<file path="src/rtl/aes_stream_pkg.sv">
// Shared types and FIPS-197 S-box tables for the AES byte-stream cipher.
package aes_stream_pkg;

  typedef logic [7:0] byte_t;

  localparam byte_t SBOX [256] = '{
    8'h63, 8'h7c, 8'h77, 8'h7b, 8'hf2, 8'h6b, 8'h6f, 8'hc5,
    8'h30, 8'h01, 8'h67, 8'h2b, 8'hfe, 8'hd7, 8'hab, 8'h76,
    8'hca, 8'h82, 8'hc9, 8'h7d, 8'hfa, 8'h59, 8'h47, 8'hf0,
    8'had, 8'hd4, 8'ha2, 8'haf, 8'h9c, 8'ha4, 8'h72, 8'hc0,
    8'hb7, 8'hfd, 8'h93, 8'h26, 8'h36, 8'h3f, 8'hf7, 8'hcc,
    8'h34, 8'ha5, 8'he5, 8'hf1, 8'h71, 8'hd8, 8'h31, 8'h15,
    8'h04, 8'hc7, 8'h23, 8'hc3, 8'h18, 8'h96, 8'h05, 8'h9a,
    8'h07, 8'h12, 8'h80, 8'he2, 8'heb, 8'h27, 8'hb2, 8'h75,
    8'h09, 8'h83, 8'h2c, 8'h1a, 8'h1b, 8'h6e, 8'h5a, 8'ha0,
    8'h52, 8'h3b, 8'hd6, 8'hb3, 8'h29, 8'he3, 8'h2f, 8'h84,
    8'h53, 8'hd1, 8'h00, 8'hed, 8'h20, 8'hfc, 8'hb1, 8'h5b,
    8'h6a, 8'hcb, 8'hbe, 8'h39, 8'h4a, 8'h4c, 8'h58, 8'hcf,
    8'hd0, 8'hef, 8'haa, 8'hfb, 8'h43, 8'h4d, 8'h33, 8'h85,
    8'h45, 8'hf9, 8'h02, 8'h7f, 8'h50, 8'h3c, 8'h9f, 8'ha8,
    8'h51, 8'ha3, 8'h40, 8'h8f, 8'h92, 8'h9d, 8'h38, 8'hf5,
    8'hbc, 8'hb6, 8'hda, 8'h21, 8'h10, 8'hff, 8'hf3, 8'hd2,
    8'hcd, 8'h0c, 8'h13, 8'hec, 8'h5f, 8'h97, 8'h44, 8'h17,
    8'hc4, 8'ha7, 8'h7e, 8'h3d, 8'h64, 8'h5d, 8'h19, 8'h73,
    8'h60, 8'h81, 8'h4f, 8'hdc, 8'h22, 8'h2a, 8'h90, 8'h88,
    8'h46, 8'hee, 8'hb8, 8'h14, 8'hde, 8'h5e, 8'h0b, 8'hdb,
    8'he0, 8'h32, 8'h3a, 8'h0a, 8'h49, 8'h06, 8'h24, 8'h5c,
    8'hc2, 8'hd3, 8'hac, 8'h62, 8'h91, 8'h95, 8'he4, 8'h79,
    8'he7, 8'hc8, 8'h37, 8'h6d, 8'h8d, 8'hd5, 8'h4e, 8'ha9,
    8'h6c, 8'h56, 8'hf4, 8'hea, 8'h65, 8'h7a, 8'hae, 8'h08,
    8'hba, 8'h78, 8'h25, 8'h2e, 8'h1c, 8'ha6, 8'hb4, 8'hc6,
    8'he8, 8'hdd, 8'h74, 8'h1f, 8'h4b, 8'hbd, 8'h8b, 8'h8a,
    8'h70, 8'h3e, 8'hb5, 8'h66, 8'h48, 8'h03, 8'hf6, 8'h0e,
    8'h61, 8'h35, 8'h57, 8'hb9, 8'h86, 8'hc1, 8'h1d, 8'h9e,
    8'he1, 8'hf8, 8'h98, 8'h11, 8'h69, 8'hd9, 8'h8e, 8'h94,
    8'h9b, 8'h1e, 8'h87, 8'he9, 8'hce, 8'h55, 8'h28, 8'hdf,
    8'h8c, 8'ha1, 8'h89, 8'h0d, 8'hbf, 8'he6, 8'h42, 8'h68,
    8'h41, 8'h99, 8'h2d, 8'h0f, 8'hb0, 8'h54, 8'hbb, 8'h16
  };

  localparam byte_t INV_SBOX [256] = '{
    8'h52, 8'h09, 8'h6a, 8'hd5, 8'h30, 8'h36, 8'ha5, 8'h38,
    8'hbf, 8'h40, 8'ha3, 8'h9e, 8'h81, 8'hf3, 8'hd7, 8'hfb,
    8'h7c, 8'he3, 8'h39, 8'h82, 8'h9b, 8'h2f, 8'hff, 8'h87,
    8'h34, 8'h8e, 8'h43, 8'h44, 8'hc4, 8'hde, 8'he9, 8'hcb,
    8'h54, 8'h7b, 8'h94, 8'h32, 8'ha6, 8'hc2, 8'h23, 8'h3d,
    8'hee, 8'h4c, 8'h95, 8'h0b, 8'h42, 8'hfa, 8'hc3, 8'h4e,
    8'h08, 8'h2e, 8'ha1, 8'h66, 8'h28, 8'hd9, 8'h24, 8'hb2,
    8'h76, 8'h5b, 8'ha2, 8'h49, 8'h6d, 8'h8b, 8'hd1, 8'h25,
    8'h72, 8'hf8, 8'hf6, 8'h64, 8'h86, 8'h68, 8'h98, 8'h16,
    8'hd4, 8'ha4, 8'h5c, 8'hcc, 8'h5d, 8'h65, 8'hb6, 8'h92,
    8'h6c, 8'h70, 8'h48, 8'h50, 8'hfd, 8'hed, 8'hb9, 8'hda,
    8'h5e, 8'h15, 8'h46, 8'h57, 8'ha7, 8'h8d, 8'h9d, 8'h84,
    8'h90, 8'hd8, 8'hab, 8'h00, 8'h8c, 8'hbc, 8'hd3, 8'h0a,
    8'hf7, 8'he4, 8'h58, 8'h05, 8'hb8, 8'hb3, 8'h45, 8'h06,
    8'hd0, 8'h2c, 8'h1e, 8'h8f, 8'hca, 8'h3f, 8'h0f, 8'h02,
    8'hc1, 8'haf, 8'hbd, 8'h03, 8'h01, 8'h13, 8'h8a, 8'h6b,
    8'h3a, 8'h91, 8'h11, 8'h41, 8'h4f, 8'h67, 8'hdc, 8'hea,
    8'h97, 8'hf2, 8'hcf, 8'hce, 8'hf0, 8'hb4, 8'he6, 8'h73,
    8'h96, 8'hac, 8'h74, 8'h22, 8'he7, 8'had, 8'h35, 8'h85,
    8'he2, 8'hf9, 8'h37, 8'he8, 8'h1c, 8'h75, 8'hdf, 8'h6e,
    8'h47, 8'hf1, 8'h1a, 8'h71, 8'h1d, 8'h29, 8'hc5, 8'h89,
    8'h6f, 8'hb7, 8'h62, 8'h0e, 8'haa, 8'h18, 8'hbe, 8'h1b,
    8'hfc, 8'h56, 8'h3e, 8'h4b, 8'hc6, 8'hd2, 8'h79, 8'h20,
    8'h9a, 8'hdb, 8'hc0, 8'hfe, 8'h78, 8'hcd, 8'h5a, 8'hf4,
    8'h1f, 8'hdd, 8'ha8, 8'h33, 8'h88, 8'h07, 8'hc7, 8'h31,
    8'hb1, 8'h12, 8'h10, 8'h59, 8'h27, 8'h80, 8'hec, 8'h5f,
    8'h60, 8'h51, 8'h7f, 8'ha9, 8'h19, 8'hb5, 8'h4a, 8'h0d,
    8'h2d, 8'he5, 8'h7a, 8'h9f, 8'h93, 8'hc9, 8'h9c, 8'hef,
    8'ha0, 8'he0, 8'h3b, 8'h4d, 8'hae, 8'h2a, 8'hf5, 8'hb0,
    8'hc8, 8'heb, 8'hbb, 8'h3c, 8'h83, 8'h53, 8'h99, 8'h61,
    8'h17, 8'h2b, 8'h04, 8'h7e, 8'hba, 8'h77, 8'hd6, 8'h26,
    8'he1, 8'h69, 8'h14, 8'h63, 8'h55, 8'h21, 8'h0c, 8'h7d
  };

  function automatic byte_t sbox(input byte_t x);
    return SBOX[x];
  endfunction

  function automatic byte_t inv_sbox(input byte_t x);
    return INV_SBOX[x];
  endfunction

endpackage

</file>
<file path="src/rtl/aes_stream_out_fifo.sv">
// Two-entry output FIFO decoupling the cipher result from the sink.
module aes_stream_out_fifo #(
  parameter int unsigned Width = 8
) (
  input  logic             clk,
  input  logic             reset,
  input  logic             push,
  input  logic [Width-1:0] wdata,
  input  logic             pop,
  output logic [Width-1:0] rdata,
  output logic             full,
  output logic             empty,
  output logic [1:0]       count
);

  logic [Width-1:0] mem_q [2];
  logic             wr_ptr_q, rd_ptr_q;
  logic [1:0]       count_q, count_d;
  logic             do_push, do_pop;

  assign do_push = push & ~full;
  assign do_pop  = pop & ~empty;

  always_comb begin
    count_d = count_q;
    if (do_push && !do_pop) begin
      count_d = count_q + 2'd1;
    end else if (do_pop && !do_push) begin
      count_d = count_q - 2'd1;
    end
  end

  always_ff @(posedge clk) begin
    if (reset) begin
      mem_q[0] <= '0;
      mem_q[1] <= '0;
      wr_ptr_q <= 1'b0;
      rd_ptr_q <= 1'b0;
      count_q  <= 2'd0;
    end else begin
      if (do_push) begin
        mem_q[wr_ptr_q] <= wdata;
      end
      wr_ptr_q <= wr_ptr_q ^ do_push;
      rd_ptr_q <= rd_ptr_q ^ do_pop;
      count_q  <= count_d;
    end
  end

  assign rdata = mem_q[rd_ptr_q];
  assign full  = (count_q == 2'd2);
  assign empty = (count_q == 2'd0);
  assign count = count_q;

endmodule

</file>
<file path="src/rtl/aes_stream_cipher.sv">
// Multi-lane AES S-box stream cipher with rotating key, byte chaining and a
// two-entry output buffer.
module aes_stream_cipher
  import aes_stream_pkg::*;
#(
  parameter int unsigned LANES     = 1,
  parameter int unsigned KEY_BYTES = 1
) (
  input  logic                   clk,
  input  logic                   reset,
  input  logic                   new_message,
  input  logic [8*KEY_BYTES-1:0] key,
  input  logic                   decrypt,
  input  logic [8*LANES-1:0]     data_in,
  input  logic                   valid_in,
  output logic                   ready_in,
  output logic [8*LANES-1:0]     data_out,
  output logic                   valid_out,
  input  logic                   ready_out
);

  // One spare bit so (index + step) never overflows before the wrap.
  localparam int unsigned KidxW     = $clog2(KEY_BYTES) + 1;
  localparam int unsigned LaneStepI = LANES % KEY_BYTES;
  localparam logic [KidxW-1:0] KeyBytesV = KEY_BYTES[KidxW-1:0];
  localparam logic [KidxW-1:0] LaneStep  = LaneStepI[KidxW-1:0];

  // Both operands are below KEY_BYTES, so one conditional subtract wraps.
  function automatic logic [KidxW-1:0] wrap_add(input logic [KidxW-1:0] a,
                                                input logic [KidxW-1:0] b);
    logic [KidxW-1:0] sum;
    sum = a + b;
    return (sum >= KeyBytesV) ? sum - KeyBytesV : sum;
  endfunction

  logic [8*KEY_BYTES-1:0] key_q, key_d, eff_key;
  logic                   mode_q, mode_d, eff_mode;
  byte_t                  chain_q, chain_d, eff_chain;
  logic [KidxW-1:0]       kidx_q, kidx_d, eff_kidx;

  byte_t                  prev [LANES+1];
  logic [8*LANES-1:0]     result;
  logic                   accept;
  logic                   fifo_full, fifo_empty;
  logic [1:0]             fifo_count;

  // A beat arriving with new_message already sees the fresh message state.
  assign eff_key   = new_message ? key : key_q;
  assign eff_mode  = new_message ? decrypt : mode_q;
  assign eff_chain = new_message ? 8'h00 : chain_q;
  assign eff_kidx  = new_message ? '0 : kidx_q;

  assign prev[0] = eff_chain;

  for (genvar j = 0; j < LANES; j++) begin : g_lane
    localparam int unsigned JModI = j % KEY_BYTES;
    localparam logic [KidxW-1:0] JMod = JModI[KidxW-1:0];

    logic [KidxW-1:0] sel;
    byte_t            k, b_in, enc;

    assign sel  = wrap_add(eff_kidx, JMod);
    assign k    = 8'(eff_key >> {sel, 3'b000});
    assign b_in = data_in[8*j +: 8];
    assign enc  = sbox(b_in ^ k ^ prev[j]);

    assign result[8*j +: 8] = eff_mode ? (inv_sbox(b_in) ^ k ^ prev[j]) : enc;
    // Chaining always follows the ciphertext side, whatever the mode.
    assign prev[j+1]        = eff_mode ? b_in : enc;
  end

  assign ready_in  = ~fifo_full;
  assign valid_out = (fifo_count != 2'd0);
  assign accept    = valid_in & ready_in;

  always_comb begin
    key_d   = key_q;
    mode_d  = mode_q;
    chain_d = chain_q;
    kidx_d  = kidx_q;
    if (new_message) begin
      key_d   = key;
      mode_d  = decrypt;
      chain_d = 8'h00;
      kidx_d  = '0;
    end
    if (accept) begin
      chain_d = prev[LANES];
      kidx_d  = wrap_add(eff_kidx, LaneStep);
    end
  end

  always_ff @(posedge clk) begin
    if (reset) begin
      key_q   <= '0;
      mode_q  <= 1'b0;
      chain_q <= 8'h00;
      kidx_q  <= '0;
    end else begin
      key_q   <= key_d;
      mode_q  <= mode_d;
      chain_q <= chain_d;
      kidx_q  <= kidx_d;
    end
  end

  aes_stream_out_fifo #(
    .Width(8*LANES)
  ) u_out_fifo (
    .clk   (clk),
    .reset (reset),
    .push  (accept),
    .wdata (result),
    .pop   (ready_out & ~fifo_empty),
    .rdata (data_out),
    .full  (fifo_full),
    .empty (fifo_empty),
    .count (fifo_count)
  );

endmodule

</file>
<file path="config.mk">
export PLATFORM = sky130hd
export DESIGN_NAME = aes_stream_cipher
export DESIGN_NICKNAME = d
export VERILOG_FILES = /design/src/rtl/aes_stream_pkg.sv /design/src/rtl/aes_stream_out_fifo.sv /design/src/rtl/aes_stream_cipher.sv
export SDC_FILE = /design/constraint.sdc
export NUM_CORES = 1
export LEC_CHECK = 0
export ABC_AREA = 1
export CORE_MARGIN = 2
export CORE_UTILIZATION = 35
export CTS_CLUSTER_SIZE = 8
export DETAILED_ROUTE_END_ITERATION = 8
export PLACE_DENSITY = 0.59
export SETUP_SLACK_MARGIN = 0.02
export SYNTH_ARGS = -nofsm -noshare
export SYNTH_HDL_FRONTEND = slang
export SYNTH_SLANG_ARGS = --single-unit
export TNS_END_PERCENT = 30
</file>
<file path="constraint.sdc">
create_clock -name clk -period 6 [get_ports clk]
set_input_delay 0.6 -clock clk [delete_from_list [all_inputs] [get_ports clk]]
set_output_delay 0.6 -clock clk [all_outputs]
set_load 0.01 [all_outputs]
</file>
**After elaboration in Yosys (flattened, before gate mapping)**

Memory sizes are Yosys's and may differ from the RTL's. A register that Yosys moved wholly into a read port is not among the register bits.
Index checks and enable logic that the tools add are counted.

- Add/sub/neg operators: 3
- Order comparisons: 3
- Equal/unequal tests: 1
- Shift operators: 1
- Multiplexer cells: 24
- Bitwise gates (word level): 14
- Reductions and logical operators: 8

Operator list:

| operator | number |
|---|---|
| 8-bit 2-to-1 mux | 10 |
| 8-bit bitwise XOR | 4 |
| 9-bit greater-or-equal comparator (second input constant) | 2 |
| 8-bit NOT with 9-bit output | 2 |
| 1-bit 2-to-1 mux | 12 |
| 8-bit OR reduction | 1 |
| 8-bit by 4-bit >> shifter with 8-bit output | 1 |
| 1-bit bitwise AND | 4 |
| 2-bit 2-to-1 mux | 2 |
| 2-bit nonzero test | 2 |
| 2-bit by 1-bit adder with 2-bit output (second input constant) | 1 |
| 2-bit == test (second input constant) | 1 |
| 1-bit logical AND | 2 |
| 1-bit zero test | 2 |
| 2-bit zero test | 1 |
| 1-bit NOT | 2 |
| 2-bit by 1-bit subtractor with 2-bit output (second input constant) | 1 |
| 1-bit bitwise XOR | 2 |
| 1-bit greater-or-equal comparator (second input constant) | 1 |
| 1-bit subtractor (second input constant) | 1 |

- Bits in registers: 22
- Memory bits (writable): 16
- Memory bits (read-only): 4,096
- Output and inout port bits: 10
- Logic and storage cells: 64
- Memories kept: 3

Memories:

| name | depth | bits a word | read ports | clocked after Yosys merged registers in | wr ports | RTL line | text |
|---|---|---|---|---|---|---|---|
| (name not given) | 256 | 8 | 1 | 0 | 0 | aes_stream_pkg.sv:81 | `return INV_SBOX[x];` |
| (name not given) | 256 | 8 | 1 | 0 | 0 | aes_stream_pkg.sv:77 | `return SBOX[x];` |
| u_out_fifo.mem_q | 2 | 8 | 1 | 1 | 2 | aes_stream_out_fifo.sv:16 | `logic [Width-1:0] mem_q [2];` |

**Logic depth before layout (Yosys ltp)**

- Depth after elaboration: 12
- Mapped depth: 22

**By module**

Synthesis repeated with hierarchy kept, for this count alone.

- Cells, all modules: 1,474
- Area, all modules: 7,933.9 sq um

By module, submodules not included:

| module | times used | cells an instance | area each (sq um) | sequential area each (sq um) |
|---|---|---|---|---|
| aes_stream_cipher | 1 | 1,373 | 6,995.5 | 340.3 |
| aes_stream_out_fifo | 1 | 101 | 938.4 | 560.5 |

**Least setup slack after synthesis**

Ideal clock, no wire load.

- Path kind: input -> register
- From: input port data_in[0]
- To: memory u_out_fifo.mem_q[1][4] (data pin)
- Setup time: 0.267 ns
- Arrival: 2.708 ns
- Data required time: 5.733 ns
- Path slack: 3.025 ns
- Cell stages on the path: 18
- Path buffers: 1
- Cells stage by stage: buf_2 -> inv_1 -> nand3_1 -> nand2_1 -> nand2_1 -> nand2_2 -> inv_2 -> ha_1 -> inv_1 -> nand3_1 -> nor2_1 -> o21ai_0 -> nand3_1 -> nand3_1 -> nand3_1 -> nand2_1 -> nand2_1 -> a21oi_1

RTL lines:

| item | RTL line | text |
|---|---|---|
| start, declared | aes_stream_cipher.sv:14 | `input logic [8*LANES-1:0] data_in,` |
| end, declared | aes_stream_out_fifo.sv:16 |  |

==> reports/qor.yml <==
cts_tree: "built"
synthesis.nets: 1530
cts_max_level: 2
syn2layout_area_growth_pct: 6.33
p_seq_share_pct: 15.2
cap_viol_max_count: 0
cts_max_path_buffers: 2
numCtsBuffers: 5
r2r_slack_ns: 2.46
syn_avg_cell_area_um2: 5.34
firstDrtPassIters: 7
grt_pass1_vias: 9992
p_per_area_mw_per_mm2: 259
synth_async_sr_flop_share_pct: 0
p_int_uw: 941
ff2ff_path_depth: 17
dp_hpwl_um: 30100
fin_setup_tns_ns: 0
row_count: 54
cp_slowest_cell: "clkdlybuf4s50_1"
fin_nets: 1493
drv_slew: 0
dieArea_mm2: 0.0237
combPwrFrac_pct: 71.1
synth_edf_count: 16
root_buffer: "clkbuf_16"
clk_pin_slew_ns: 0.06
start_util_pct: 35.8
start_kind: "input port"
drive_above_1_share_pct: 5.71
cts_setup_buffers: 0
cts.sinks: 37
ioPinCount: 32
p_leak_nw: 4.09
final_antenna_net_count: 0
worst_pin_slew_ns: 1.04
grt_use_total_pct: 33.6
status: "finished clean"
gr-total-overflow: 0
clk_latency_ns: 0.28
antenna_found_initial: 1
diodes: 0
finalHoldViolations: 0
worstPathCellList: "clkdlybuf4s50_1, inv_2, nand2_1, nand2_1, nand2_1, nand2_1, nand2_2, inv_2, ha_1, inv_1, nand3_1, nor2_1, nor2_1, nand2_1, nand3_1, nand3_1, nand3_1, nand2_1, nand2_1, a21oi_1"
yosys.cell_types.count: 42
p_switching_mw: 1.23
gp_congestion: 1.07
timing.fmax_mhz: 206
crit_path_frequent_cell: "nand2_1"
drt-total-wl_um: 41500
vdd_ir_drop_max_mv: 0.123
worstHoldPathType: "reg2reg"
coreArea_mm2: 0.0220
hold_depth: 2
critPathKind: "in2reg"
grt_max_degree: 64
maxSlewHeadroom_pct: 30.0
fin_area_mm2: 0.00837
ys_ff_latch: 37
hold_start: "u_out_fifo.wr_ptr_q"
hold_end: "u_out_fifo.wr_ptr_q"
r2r_start: "chain_q[0]"
worst_ep_required_time_ns: 6.12
grt_pass1_wl_um: 62200
vias: 11100
end_kind: "flop"
rsz0062_at_grt: "no"
synth_seq_area_share_pct: 11.4
postPlaceCellArea_mm2: 0.00820
path_max_fanout: 22
drcViolationCount: 0
fillCellCount: 2520
portBuffers: 31
setup_viol: 0
die_h_um: 154
die_x_um: 154
crit_arrival_ns: 4.97
fin_crit_sh_pct: 80.8
finalCriticalPeriod_ns: 4.85
synth-main-ff-cell: "dfxtp_1"
clock_skew_ns: 0.00226
r2r_end: "u_out_fifo.mem_q[1][4]"
ctsHoldBuffers: 0
cts_resized: 0
first_iter_violations: 2371
synth_warnings: 0
syn-cell-area_mm2: 0.00787
synth_cells: 1473
p_clk_share_pct: 13.7
p_sw_share_pct: 56.6
max_stage_delay_ns: 0.97
vias_per_cell: 6.45
utilization_pct: 38.1
wl_per_cell_um: 24.2
==> sequential cells by signal (all words and copies together), names as in the netlist <==
register / count
u_out_fifo.rd_ptr_q: 1
u_out_fifo.mem_q: 16
mode_q: 1
u_out_fifo.wr_ptr_q: 1
chain_q: 8
u_out_fifo.count: 2
key_q: 8
==> metrics by stage <==
stage	cells	setup WS [ns]	hold slack (ns)	power, mW
after detailed placement	1709	1.13	0.481	1.79
after global routing	1717	0.910	0.533	2.28
final	1717	1.15	0.495	2.17
after global placement	1709	1.14	0.475	1.82
after floorplan	1473	3.02	0.459	1.33
after CTS	1717	1.41	0.493	2.09
==> worst max path at each step <==
stage	from	to	slack, ns	depth (start not counted)
finish	new_message	u_out_fifo.mem_q[1][4]	1.15	20
global route	new_message	u_out_fifo.mem_q[1][4]	0.91	20
CTS	new_message	u_out_fifo.mem_q[1][1]	1.41	20
detailed placement	new_message	u_out_fifo.mem_q[1][1]	1.13	20
global placement	new_message	u_out_fifo.mem_q[0][1]	1.14	20
floorplan	data_in[0]	u_out_fifo.mem_q[1][4]	3.02	18
==> power by group through the flow <==
stage	clock network, mW	logic [mW]	registers, mW
detailed placement	0	1.45	0.333
floorplan	0	1.01	0.323
CTS	0.298	1.46	0.329
global placement	0	1.48	0.334
finish	0.297	1.54	0.329
global route	0.308	1.64	0.334
==> layout make-up <==
cell class / count / area (um^2) / share of cell area (%)
clock buffer: 5 / 125 / 1.50
clock inverter: 3 / 41.3 / 0.493
inverter: 111 / 419 / 5.01
multi-input combinational: 1228 / 6050 / 72.3
sequential: 37 / 901 / 10.8
tap: 280 / 350 / 4.19
timing repair buffer: 53 / 478 / 5.71
==> critical path, delay by kind of cell <==
kind	cells	cell delay, ns
AO/OA/AOI/OAI	1	0.18
adder cells (fa/ha/maj)	1	0.34
buffers and inverters	4	1.60
AND/OR/NAND/NOR	14	2.24
==> cells in the mapped netlist (7+ instances only) <==
library cell | n | area share [%]
dfxtp_1 | 21 | 5.3
buf_4 | 11 | 1.0
nand4_1 | 10 | 0.79
a31oi_1 | 9 | 0.72
a21oi_1 | 86 | 5.5
ha_1 | 35 | 5.6
o211ai_1 | 33 | 3.1
inv_2 | 14 | 0.67
o21ai_1 | 11 | 0.70
edfxtp_1 | 16 | 6.1
nor2_1 | 83 | 4.0
buf_2 | 37 | 2.4
nand2_2 | 24 | 1.9
clkbuf_1 | 33 | 1.6
inv_1 | 93 | 4.4
nand3_1 | 385 | 24
nand2_1 | 431 | 21
buf_6 | 7 | 1.0
buf_1 | 9 | 0.43
o21ai_0 | 66 | 4.2
==> kinds of logic (layout without fill, tap and decap cells) <==
group / Yosys count / after routing / share of synthesized area [%]
AOI/OAI and AO/OA: 231 / 231 / 16.8
xor gates and xnor gates: 9 / 9 / 1.00
adders and majority gates: 35 / 35 / 5.56
buffers and inverters: 208 / 172 / 11.7
DFF: 37 / 37 / 11.4
muxes: 1 / 1 / 0.127
and+or+nand+nor: 952 / 952 / 53.3
==> cell usage in the layout (no fill, tap or decap), types with 2 or more instances in the layout <==
cell type,synthesis,routed
a211oi_1,2,2
o21ai_0,66,66
clkbuf_16,0,5
clkdlybuf4s50_1,0,29
nor2_2,3,3
buf_2,37,2
nor3_1,5,5
nand3_1,385,385
o211ai_1,33,33
nand4_1,10,10
clkinv_1,3,4
a21oi_1,86,86
or2_1,3,3
o221ai_1,5,5
nand2_4,2,2
inv_2,14,14
o22ai_1,5,5
xnor2_1,3,2
ha_1,35,35
o31ai_1,5,5
edfxtp_1,16,16
o311ai_0,2,2
or2_2,4,4
a31oi_1,9,9
nand2_2,24,24
nor2_1,83,83
buf_4,11,21
inv_1,93,93
dfxtp_1,21,21
nand2_1,431,431
o2111ai_1,3,3
o21ai_1,11,11
xor2_1,6,6
==> layer usage <==
metal	global-route usage, %	share of wire, %	up-vias
met5	0	0	-
met4	18.8	7.4	0
met3	6.20	13	228
met2	51.2	42	1002
met1	44.8	38	4931
li1	-	-	4918
No activity file was read; power rests on OpenSTA's default activity.
